--- src/rtl/run_fsm.sv ---
// Multi-channel run detector/framer: per-channel IDLE/ARM/RUN/STOP FSM with glitch rejection,
// a post-run low guard and end-of-run pulses. Define RUN_FSM_RUNLEN_EN to add run-length capture.
module run_fsm #(
    parameter int CH       = 4,
    parameter int CW       = 8,
    parameter int MIN_HIGH = 2,
    parameter int STOP_LEN = 3
) (
    input  logic                 clk,
    input  logic                 ar,
    input  logic [CH-1:0]        x,
    output logic [CH-1:0]        f,
    output logic [CH-1:0]        done
`ifdef RUN_FSM_RUNLEN_EN
    ,
    output logic [CH*CW-1:0]     run_len
`endif
);

    typedef enum logic [1:0] {
        IDLE = 2'd0,
        ARM  = 2'd1,
        RUN  = 2'd2,
        STOP = 2'd3
    } state_t;

    localparam logic [CW-1:0] C_MIN_HIGH = CW'(MIN_HIGH);
    localparam logic [CW-1:0] C_STOP_LEN = CW'(STOP_LEN);
    localparam logic [CW-1:0] C_ONE      = CW'(1);
`ifdef RUN_FSM_RUNLEN_EN
    localparam logic [CW-1:0] C_LEN_MAX  = '1;
`endif

    for (genvar g = 0; g < CH; g++) begin : g_ch
        state_t        r_state;
        logic [CW-1:0] r_cnt;
        logic          r_f;
        logic          r_done;
        logic          w_x;
        logic [CW-1:0] w_cnt_inc;
`ifdef RUN_FSM_RUNLEN_EN
        logic [CW-1:0] r_len;
        logic [CW-1:0] r_run_len;
        assign run_len[g*CW +: CW] = r_run_len;
`endif

        assign w_x       = x[g];
        assign w_cnt_inc = r_cnt + C_ONE;
        assign f[g]      = r_f;
        assign done[g]   = r_done;

        always_ff @(posedge clk or posedge ar) begin
            if (ar) begin
                r_state   <= IDLE;
                r_cnt     <= '0;
                r_f       <= 1'b0;
                r_done    <= 1'b0;
`ifdef RUN_FSM_RUNLEN_EN
                r_len     <= '0;
                r_run_len <= '0;
`endif
            end else begin
                // NOTE: non-blocking throughout; the default below is overridden later in the same edge.
                r_done <= 1'b0;
                case (r_state)
                    IDLE: begin
                        if (w_x) begin
                            if (MIN_HIGH == 1) begin
                                r_state <= RUN;
                                r_f     <= 1'b1;
`ifdef RUN_FSM_RUNLEN_EN
                                r_len   <= C_ONE;
`endif
                            end else begin
                                r_state <= ARM;
                                r_cnt   <= C_ONE;
                            end
                        end
                    end
                    ARM: begin
                        if (!w_x) begin
                            r_state <= IDLE;
                        end else if (w_cnt_inc == C_MIN_HIGH) begin
                            r_state <= RUN;
                            r_f     <= 1'b1;
`ifdef RUN_FSM_RUNLEN_EN
                            r_len   <= C_MIN_HIGH;
`endif
                        end else begin
                            r_cnt <= w_cnt_inc;
                        end
                    end
                    RUN: begin
                        if (w_x) begin
`ifdef RUN_FSM_RUNLEN_EN
                            if (r_len != C_LEN_MAX) r_len <= r_len + C_ONE;
`endif
                        end else begin
                            r_state   <= STOP;
                            r_cnt     <= '0;
                            r_f       <= 1'b0;
                            r_done    <= 1'b1;
`ifdef RUN_FSM_RUNLEN_EN
                            r_run_len <= r_len;
`endif
                        end
                    end
                    STOP: begin
                        // A high level only restarts the guard interval.
                        if (w_x) begin
                            r_cnt <= '0;
                        end else if (w_cnt_inc == C_STOP_LEN) begin
                            r_state <= IDLE;
                        end else begin
                            r_cnt <= w_cnt_inc;
                        end
                    end
                    default: begin
                        r_state <= IDLE;
                        r_f     <= 1'b0;
                        r_done  <= 1'b0;
                    end
                endcase
            end
        end
    end

endmodule

--- config.mk ---
export PLATFORM = sky130hd
export DESIGN_NAME = run_fsm
export DESIGN_NICKNAME = d
export VERILOG_FILES = /design/src/rtl/run_fsm.sv
export SDC_FILE = /design/constraint.sdc
export NUM_CORES = 1
export LEC_CHECK = 0
export ABC_AREA = 1
export CAP_MARGIN = 20
export CORE_MARGIN = 5
export CORE_UTILIZATION = 60
export CTS_CLUSTER_SIZE = 24
export DETAILED_ROUTE_END_ITERATION = 6
export GPL_TIMING_DRIVEN = 0
export PLACE_DENSITY = 0.91
export SLEW_MARGIN = 20
export SYNTH_ARGS = -nofsm -noshare
export SYNTH_HDL_FRONTEND = slang
export SYNTH_SLANG_ARGS = --single-unit
--- constraint.sdc ---
create_clock -name clk -period 2.8 [get_ports clk]
set_clock_uncertainty 0.15 [all_clocks]
set_input_delay 0.7 -clock clk [delete_from_list [all_inputs] [get_ports clk]]
set_output_delay 0.7 -clock clk [all_outputs]
set_load 0.05 [all_outputs]
==> results of run 1 <==
cells by family (layout without fill, tap and decap cells):
kind of cell             count (synthesis)  in the layout  share of synthesized area (%)
AO/OA/AOI/OAI                           27             27                           4.74
flip-flops                              48             48                           36.7
adder cells (fa/ha/maj)                 12             12                           4.59
buffers and inverters                   66             88                           8.53
XOR/XNOR                                12             12                           3.21
AND/OR/NAND/NOR                        295            295                           42.2
stage by stage:
stage	TNS, ns	utilization [%]	cell area (µm²)	instances	hold slack (ns)
final	0	69.5	3620	552	0.341
after global routing	0	69.5	3620	552	0.368
after CTS	0	69.5	3620	552	0.344
after detailed placement	0	67.4	3510	544	0.321
after global placement	-4.54	67.0	3490	543	0.319
after floorplan	0	-	3270	460	0.301
critical path: cells and delay by family, from the launching register on:
family	cells	cell delay, ns
flip-flops	1	0.36
buffers and inverters	2	0.89
cell usage in the layout, fill, tap and decap left out, drive strengths merged:
| master | instances |
|---|---|
| xnor2 | 4 |
| o21ai | 12 |
| inv | 55 |
| xor2 | 8 |
| or2 | 2 |
| nand3 | 57 |
| nor2 | 60 |
| buf | 10 |
| clkbuf | 6 |
| nand3b | 5 |
| clkinv | 3 |
| o22ai | 3 |
| a21oi | 10 |
| bufinv | 1 |
| dfrtp | 48 |
| nand4 | 7 |
| o21bai | 1 |
| nand2 | 164 |
| clkdlybuf4s50 | 13 |
| a21boi | 1 |
| ha | 12 |
layout make-up:
cell class | count | share of cell area, %
Multi-Input combinational cell | 346 | 49.5
Clock buffer | 6 | 2.01
Clock inverter | 2 | 0.969
Inverter | 57 | 5.91
Timing Repair Buffer | 14 | 4.15
Sequential cell | 48 | 33.2
Tap cell | 70 | 2.42
Buffer | 9 | 1.80
power by group:
part           leakage, nW  internal [mW]  switching [mW]
sequential           0.634          0.867           0.223
combinational         1.20          0.554            1.05
clock               0.0552          0.265           0.226
total                 1.88           1.69            1.50
state kept, by name, indices dropped and copies added (netlist names), named ones only:
signal        count
g_ch.r_cnt       32
g_ch.r_f          4
g_ch.r_state      4
g_ch.r_done       4
metal layers:
layer / vias to the layer above / wire [µm] / track usage [%]
met4: 0 / 89 / 7.16
met5: - / 0 / 0
met2: 63 / 3350 / 34.2
li1: 1478 / - / -
met1: 1314 / 2670 / 21.9
met3: 6 / 282 / 3.46
final timing paths:
kind / startpoint / endpoint / slack, ns / cells after the start
worst max register to register: g_ch[1].r_cnt[0] / g_ch[1].r_cnt[0] / 0.65 / 11
min in group asynchronous: ar / g_ch[1].r_state[0] / 0.53 / 2
worst max-delay path: g_ch[1].r_f / f[1] / 0.41 / 2
max in group asynchronous: ar / g_ch[0].r_cnt[5] / 1.49 / 3
worst min register to register: g_ch[2].r_f / g_ch[2].r_f / 0.34 / 2
worst min-delay path: g_ch[2].r_f / g_ch[2].r_f / 0.34 / 2
==> results.rst, run 1 <==
.. list-table::
   :header-rows: 1

   * - Metric
     - Value
   * - CTS tree
     - done
   * - Setup repair after global routing missed its margin
     - false
   * - Largest net degree at the start of global routing
     - 35
   * - Mapped Area
     - 3270 µm²
   * - Top area cells in the synthesized netlist
     - dfrtp_1 37%, nand2_1 17%, nand3_1 8.6%
   * - Crit Path Class
     - reg2out
   * - Post-detailed-route via-to-cell ratio
     - 5.18
   * - Worst Path Required
     - 1.95 ns
   * - Worst-path fanout max
     - 2
   * - I/O Buffers
     - 13
   * - Setup WS pre-CTS
     - 0.355 ns
   * - Final worst path period share
     - 85.5%
   * - Standard-cell rows
     - 26
   * - Number of synthesis warnings
     - 0
   * - Worst relative slew slack
     - 55.9%
   * - Series of cell instances along the critical path
     - buf_4 > clkdlybuf4s50_1
   * - Worst EP arrival
     - 1.54 ns
   * - Post-cts hold buffer count
     - 0
   * - Clock sink total
     - 48
   * - Total detailed-routing wirelength
     - 6390 µm
   * - Antenna Violating Nets Remaining
     - 0
   * - Effective utilization at floorplan
     - 62.9%
   * - Number of antenna repair diodes
     - 0
   * - Cell with the most instances after synthesis
     - nand2_1
   * - Total routing resource utilization after global routing
     - 18.9%
   * - Clock root buffer
     - clkbuf_8
   * - Mean instance size in the synthesized netlist
     - 7.11 µm²
   * - Maximum cell stage delay along the critical path
     - 0.79 ns
   * - Total CTS buffers
     - 5
   * - Total power per unit cell area
     - 881 nW/µm²
   * - Core footprint
     - 5200 µm²
   * - Setup repair bufs after CTS
     - 0
   * - Filler Cells Inserted
     - 408
   * - Fin. max-slew vios
     - 0
   * - Final Worst Setup Slack
     - 0.406 ns
   * - Weighted congestion reported at the end of routability-driven placement
     - 0.854
   * - Hold Fails Final Rpt
     - 0
   * - Clk buf depth
     - 2
   * - Max IR drop VDD
     - 0.496 mV
   * - Via count of the first global-routing pass
     - 2763
   * - Post-layout net count
     - 499
   * - Area share of the leading cell type in the synthesized netlist
     - 36.7%
   * - Total number of vias
     - 2861
   * - Number of synthesized flops with an enable pin
     - 0
   * - Area growth from synthesis to layout
     - 10.6%
   * - Total power
     - 3.19 mW
   * - Total area of sequential cells
     - 1200 µm²
   * - Nets in the synthesized netlist
     - 478
   * - Horizontal extent of the die
     - 83.8 µm
   * - Finish-stage setup viols
     - 0
   * - Top post-synthesis cells by count
     - 152 x nand2_1, 56 x nand3_1, 54 x inv_1, 54 x nor2_1, 48 x dfrtp_1
   * - Number of antenna violations at the first check in global routing
     - 0
   * - Reg clk slew, reported paths
     - 0.09 ns
   * - Final Critical Period
     - 2.39 ns
   * - Insertion delay to the later sink of the worst-skew pair
     - 0.30 ns
   * - Die Area
     - 7030 µm²
   * - # resized after CTS
     - 0
   * - Area occupied by multi-input gates
     - 1790 µm²
   * - DRC errors left
     - 0
   * - Detailed router's first-iteration violation count
     - 181
   * - Async set-reset flop share out of synthesis
     - 100%
   * - Cells after synthesis
     - 460
   * - Io pins
     - 14
   * - Worst-Margin Slew
     - 0.657 ns
   * - Leakage Power
     - 1.88 nW
   * - Share of final-layout standard cells stronger than drive strength 1
     - 8.92%
   * - Total global routing overflow
     - 0
   * - Number of max-capacitance violations reported
     - 0
   * - F_max
     - 418 MHz
   * - Startpoint Class
     - flip-flop
   * - Register area share after synthesis
     - 36.7%
   * - Routed length per placed instance
     - 11.6 µm
   * - Capturing element type of the critical path
     - output port
   * - Most common flop cell mapped by yosys
     - dfrtp_1
   * - Run status
     - finished clean
   * - Estimated wirelength of the detail-placed design
     - 4760 µm
   * - Number of distinct library cells after synthesis
     - 29
   * - Global-route wire length before repair
     - 11300 µm
   * - Yosys reg bits
     - 48
   * - Critical path's slowest cell
     - clkdlybuf4s50_1
   * - Worst hold-check path type
     - reg2reg
   * - DIE HEIGHT
     - 83.8 µm
   * - Detailed-router iteration count before antenna repair
     - 4
   * - Largest area contributor in the synthesized netlist
     - dfrtp_1
   * - Deepest level of the CTS H-tree
     - 2
(Power assumes the default switching activity.)
==> inputs of run 2 (changes only) <==
- CELL_PAD_IN_SITES_DETAIL_PLACEMENT: unset -> 0
- CELL_PAD_IN_SITES_GLOBAL_PLACEMENT: unset -> 1
- CORE_UTILIZATION: 60 -> 48
- PLACE_DENSITY: 0.91 -> 0.95
==> results.rst, run 2 (synthesis gave the netlist of run 1 again) <==
.. list-table::
   :header-rows: 1

   * - Metric
     - Value
   * - Fraction of power spent switching nets
     - 47.0%
   * - Total CTS buffers
     - 5
   * - Proportion of power drawn by the clock network
     - 16.0%
   * - Fin. max-slew vios
     - 0
   * - Global-route wire length before repair
     - 11700 µm
   * - Worst relative slew slack
     - 56.3%
   * - Worst EP arrival
     - 1.56 ns
   * - CTS tree
     - done
   * - Estimated wirelength of the detail-placed design
     - 4540 µm
   * - Setup repair after global routing missed its margin
     - false
   * - Largest net degree at the start of global routing
     - 26
   * - Setup repair bufs after CTS
     - 0
   * - Setup WS pre-CTS
     - 0.305 ns
   * - Effective utilization at floorplan
     - 48.7%
   * - Comb pwr share
     - 49.9%
   * - Flip-flop count of the largest register, all copies and words added
     - 32
   * - Total global routing overflow
     - 0
   * - Post-detailed-route via-to-cell ratio
     - 5.00
   * - Hold Fails Final Rpt
     - 0
   * - Worst-Margin Slew
     - 0.651 ns
   * - Total routing resource utilization after global routing
     - 16.4%
   * - Worst Path Required
     - 1.95 ns
   * - Share of final-layout standard cells stronger than drive strength 1
     - 8.92%
   * - Commonest cells after routing, fill and taps aside
     - 152 x nand2_1, 56 x nand3_1, 54 x nor2_1
   * - I/O Buffers
     - 13
   * - Total power per unit cell area
     - 877 nW/µm²
   * - Final Instance Count excl. Fillers
     - 562
   * - Maximum cell stage delay along the critical path
     - 0.78 ns
   * - Post-cts hold buffer count
     - 0
   * - Seq pwr share
     - 34.2%
   * - Most common library cell in the layout ignoring fill and taps
     - nand2_1
   * - Detailed-router iteration count before antenna repair
     - 4
   * - Core footprint
     - 6720 µm²
   * - Finish-stage setup viols
     - 0
   * - Switching power summed over all nets
     - 1.49 mW
   * - Final Worst Setup Slack
     - 0.389 ns
   * - Post-route worst hold slack
     - 0.346 ns
   * - Register name with the most flops
     - g_ch.r_cnt
   * - # resized after CTS
     - 0
   * - Crit Path Class
     - reg2out
   * - Die Area
     - 8570 µm²
   * - Instance count after placement with tap cells included
     - 554
   * - Clock root buffer
     - clkbuf_8
   * - Max IR drop VDD
     - 0.517 mV
   * - Total power
     - 3.18 mW
   * - Total number of vias
     - 2812
   * - Number of antenna violations at the first check in global routing
     - 0
   * - Weighted congestion reported at the end of routability-driven placement
     - 0.821
   * - Horizontal extent of the die
     - 92.6 µm
   * - Clock sink total
     - 48
   * - Startpoint Class
     - flip-flop
   * - Routed length per placed instance
     - 11.3 µm
   * - Capturing element type of the critical path
     - output port
   * - Area growth from synthesis to layout
     - 10.9%
   * - Worst-path fanout max
     - 2
   * - Series of cell instances along the critical path
     - buf_4 > clkdlybuf4s50_1
   * - DRC errors left
     - 0
   * - Accumulated negative setup slack
     - 0 ns
   * - DIE HEIGHT
     - 92.6 µm
   * - Io pins
     - 14
   * - Deepest level of the CTS H-tree
     - 2
   * - Standard-cell rows
     - 30
   * - Insertion delay to the later sink of the worst-skew pair
     - 0.31 ns
   * - Run status
     - finished clean
   * - Total detailed-routing wirelength
     - 6330 µm
   * - Antenna Violating Nets Remaining
     - 0
   * - Detailed router's first-iteration violation count
     - 100
   * - Reg clk slew, reported paths
     - 0.10 ns
   * - Post-layout net count
     - 499
   * - F_max
     - 415 MHz
   * - Critical path's slowest cell
     - clkdlybuf4s50_1
   * - Power Internal
     - 1.69 mW
   * - Worst hold-check path type
     - reg2reg
   * - Leakage Power
     - 1.88 nW
   * - Final Critical Period
     - 2.41 ns
   * - Via count of the first global-routing pass
     - 2697
   * - Number of antenna repair diodes
     - 0
   * - Number of max-capacitance violations reported
     - 0
   * - Clk buf depth
     - 2
   * - Final worst path period share
     - 86.1%
run 2: power groups by stage:
stage | Clock (mW) | Sequential [mW] | Combinational (mW)
after floorplan | 0 | 1.05 | 1.27
after detailed placement | 0 | 1.09 | 1.61
final | 0.509 | 1.09 | 1.59
after global routing | 0.553 | 1.12 | 1.78
after CTS | 0.526 | 1.08 | 1.61
after global placement | 0 | 1.09 | 1.57
run 2: critical path, delay by kind of cell (launching register included):
family / cells / cell delay, ns
flip-flops: 1 / 0.36
buffers and inverters: 2 / 0.88
run 2: path summary, 6_finish.rpt:
path | startpoint | endpoint | cells past startpoint | slack (ns)
worst max-delay path | g_ch[2].r_f | f[2] | 2 | 0.39
worst min-delay path | g_ch[3].r_cnt[7] | g_ch[3].r_cnt[7] | 2 | 0.35
worst max register to register | g_ch[1].r_cnt[0] | g_ch[1].r_cnt[1] | 11 | 0.67
worst min register to register | g_ch[3].r_cnt[7] | g_ch[3].r_cnt[7] | 2 | 0.35
max in group asynchronous | ar | asynchronous set/reset pin | 3 | 1.38
min in group asynchronous | ar | g_ch[2].r_cnt[5] | 2 | 0.60
run 2: metal layers:
metal | vias up | routed length (µm) | track usage, %
li1 | 1493 | - | -
met1 | 1280 | 3110 | 22.2
met2 | 35 | 2960 | 26.5
met3 | 4 | 194 | 2.84
met4 | 0 | 63 | 5.69
met5 | - | 0 | 0
run 2: through the flow:
step / area, µm² / utilization, %
4_1_cts: 3630 / 54.0
5_1_grt: 3630 / 54.0
3_3_place_gp: 3500 / 52.1
3_5_place_dp: 3520 / 52.4
2_1_floorplan: 3270 / -
6_report: 3630 / 54.0
run 2: area by class of cell:
class                   instances  area (µm²)
repair buffers                 14         150
fillers                       654        3090
flip-flops and latches         48        1200
clock buffers                   6        72.6
plain buffers                   9        65.1
well taps                      80         100
multi-input cells             346        1790
clock inverters                 2        35.0
inverters                      57         214
==> inputs of run 3 (changes only) <==
- CORE_MARGIN: 5 -> 8
==> results.rst, run 3 (synthesis gave the netlist of run 1 again) <==
.. list-table::
   :header-rows: 1

   * - Metric
     - Value
   * - Register name with the most flops
     - g_ch.r_cnt
   * - Insertion delay to the later sink of the worst-skew pair
     - 0.30 ns
   * - Worst EP arrival
     - 1.55 ns
   * - Maximum cell stage delay along the critical path
     - 0.79 ns
   * - Standard-cell rows
     - 30
   * - # resized after CTS
     - 0
   * - Leakage Power
     - 1.89 nW
   * - DRC errors left
     - 0
   * - Io pins
     - 14
   * - Run status
     - finished clean
   * - Core footprint
     - 6680 µm²
   * - Number of antenna violations at the first check in global routing
     - 0
   * - Weighted congestion reported at the end of routability-driven placement
     - 0.809
   * - Area occupied by multi-input gates
     - 1790 µm²
   * - I/O Buffers
     - 13
   * - Effective utilization at floorplan
     - 49.0%
   * - Post-cts hold buffer count
     - 0
   * - Startpoint Class
     - flip-flop
   * - Detailed router's first-iteration violation count
     - 77
   * - Setup repair after global routing missed its margin
     - false
   * - Estimated wirelength of the detail-placed design
     - 4610 µm
   * - Post-route worst hold slack
     - 0.349 ns
   * - Accumulated negative setup slack
     - 0 ns
   * - Deepest level of the CTS H-tree
     - 2
   * - Detailed-router iteration count before antenna repair
     - 4
   * - Capturing element type of the critical path
     - output port
   * - Critical path's slowest cell
     - clkdlybuf4s50_1
   * - Worst hold-check path type
     - reg2reg
   * - Worst-Margin Slew
     - 0.622 ns
   * - DIE HEIGHT
     - 98.6 µm
   * - Reg clk slew, reported paths
     - 0.09 ns
   * - Final worst path period share
     - 85.6%
   * - Series of cell instances along the critical path
     - buf_4 > clkdlybuf4s50_1
   * - Fin. max-slew vios
     - 0
   * - Routed length per placed instance
     - 11.2 µm
   * - Total power
     - 3.27 mW
   * - Worst Path Required
     - 1.95 ns
   * - Total area of sequential cells
     - 1200 µm²
   * - Total global routing overflow
     - 0
   * - Number of max-capacitance violations reported
     - 0
   * - Clock sink total
     - 48
   * - Antenna Violating Nets Remaining
     - 0
   * - Number of antenna repair diodes
     - 0
   * - Largest net degree at the start of global routing
     - 26
   * - Finish-stage setup viols
     - 0
   * - Count of buffer and inverter cells on the critical path
     - 2
   * - Setup repair bufs after CTS
     - 0
   * - Placement-stage cell area
     - 3520 µm²
   * - F_max
     - 417 MHz
   * - Most common library cell in the layout ignoring fill and taps
     - nand2_1
   * - Crit Path Class
     - reg2out
   * - Total CTS buffers
     - 5
   * - Flip-flop count of the largest register, all copies and words added
     - 32
   * - Cell class contributing the biggest share of worst-path delay
     - buffers and inverters
   * - Max IR drop VDD
     - 0.320 mV
   * - Area growth from synthesis to layout
     - 11.6%
   * - Post-detailed-route via-to-cell ratio
     - 4.92
   * - Total routing resource utilization after global routing
     - 13.6%
   * - Filler Cells Inserted
     - 672
   * - Final Critical Period
     - 2.40 ns
   * - Post-layout net count
     - 499
   * - Clock root buffer
     - clkbuf_8
   * - Share of final-layout standard cells stronger than drive strength 1
     - 8.94%
   * - Commonest cells after routing, fill and taps aside
     - 152 x nand2_1, 56 x nand3_1, 54 x nor2_1
   * - CTS tree
     - done
   * - Via count of the first global-routing pass
     - 2605
   * - Horizontal extent of the die
     - 98.6 µm
   * - Final Worst Setup Slack
     - 0.403 ns
   * - Hold Fails Final Rpt
     - 0
   * - Worst-path fanout max
     - 2
   * - Setup WS pre-CTS
     - 0.352 ns
   * - Total detailed-routing wirelength
     - 6300 µm
   * - Final Instance Area
     - 3650 µm²
   * - Clk buf depth
     - 2
   * - Worst relative slew slack
     - 58.3%
   * - Total power per unit cell area
     - 896 nW/µm²
   * - Global-route wire length before repair
     - 11200 µm
   * - Die Area
     - 9710 µm²
   * - Total number of vias
     - 2761
==> run 3: cell types whose count changed in the layout (fill, tap and decap cells not counted), sizes merged <==
cell,change
clkinv,-1
bufinv,+1
clkbuf,-1
==> run 3: tightest hold or removal path: stages, from the launching register on <==
cell and delay (ns):
dfrtp_1 0.36, nand2_1 0.06, nand2_1 0.06
==> run 3: path summary, 6_finish.rpt <==
check                                 start                to  slack [ns]  cells past startpoint
max in group asynchronous                ar    g_ch[0].r_done        1.36                      3
max reg2reg                g_ch[1].r_cnt[0]  g_ch[1].r_cnt[0]        0.64                     11
min reg2reg                     g_ch[2].r_f       g_ch[2].r_f        0.35                      2
min in group asynchronous                ar  g_ch[1].r_cnt[5]        0.61                      2
max                             g_ch[2].r_f              f[2]        0.40                      2
min                             g_ch[2].r_f       g_ch[2].r_f        0.35                      2
==> run 3: power by group <==
part           internal (mW)  switching [mW]
sequential             0.867           0.216
combinational          0.553            1.05
clock                  0.352           0.236
total                   1.77            1.50
==> run 3: cell type report <==
cell class                      instances  area share [%]
Multi-Input combinational cell        346            49.1
Sequential cell                        48            32.9
Inverter                               57            5.86
Timing Repair Buffer                   14            4.11
Tap cell                               80            2.74
Clock buffer                            5            1.88
Buffer                                  9            1.78
Clock inverter                          2            1.64
==> run 3: stage by stage <==
stage,utilization [%],std cells
floorplan,-,460
global placement,52.4,553
detailed placement,52.7,554
CTS,54.6,561
global route,54.6,561
finish,54.6,561
==> run 3: per-layer routing <==
metal | part of all wire (%) | up-vias | track usage, %
met3 | 2.0 | 5 | 2.75
met2 | 48 | 15 | 24.2
met4 | 0.90 | 0 | 3.19
li1 | - | 1482 | -
met5 | 0 | - | 0
met1 | 49 | 1259 | 16.2
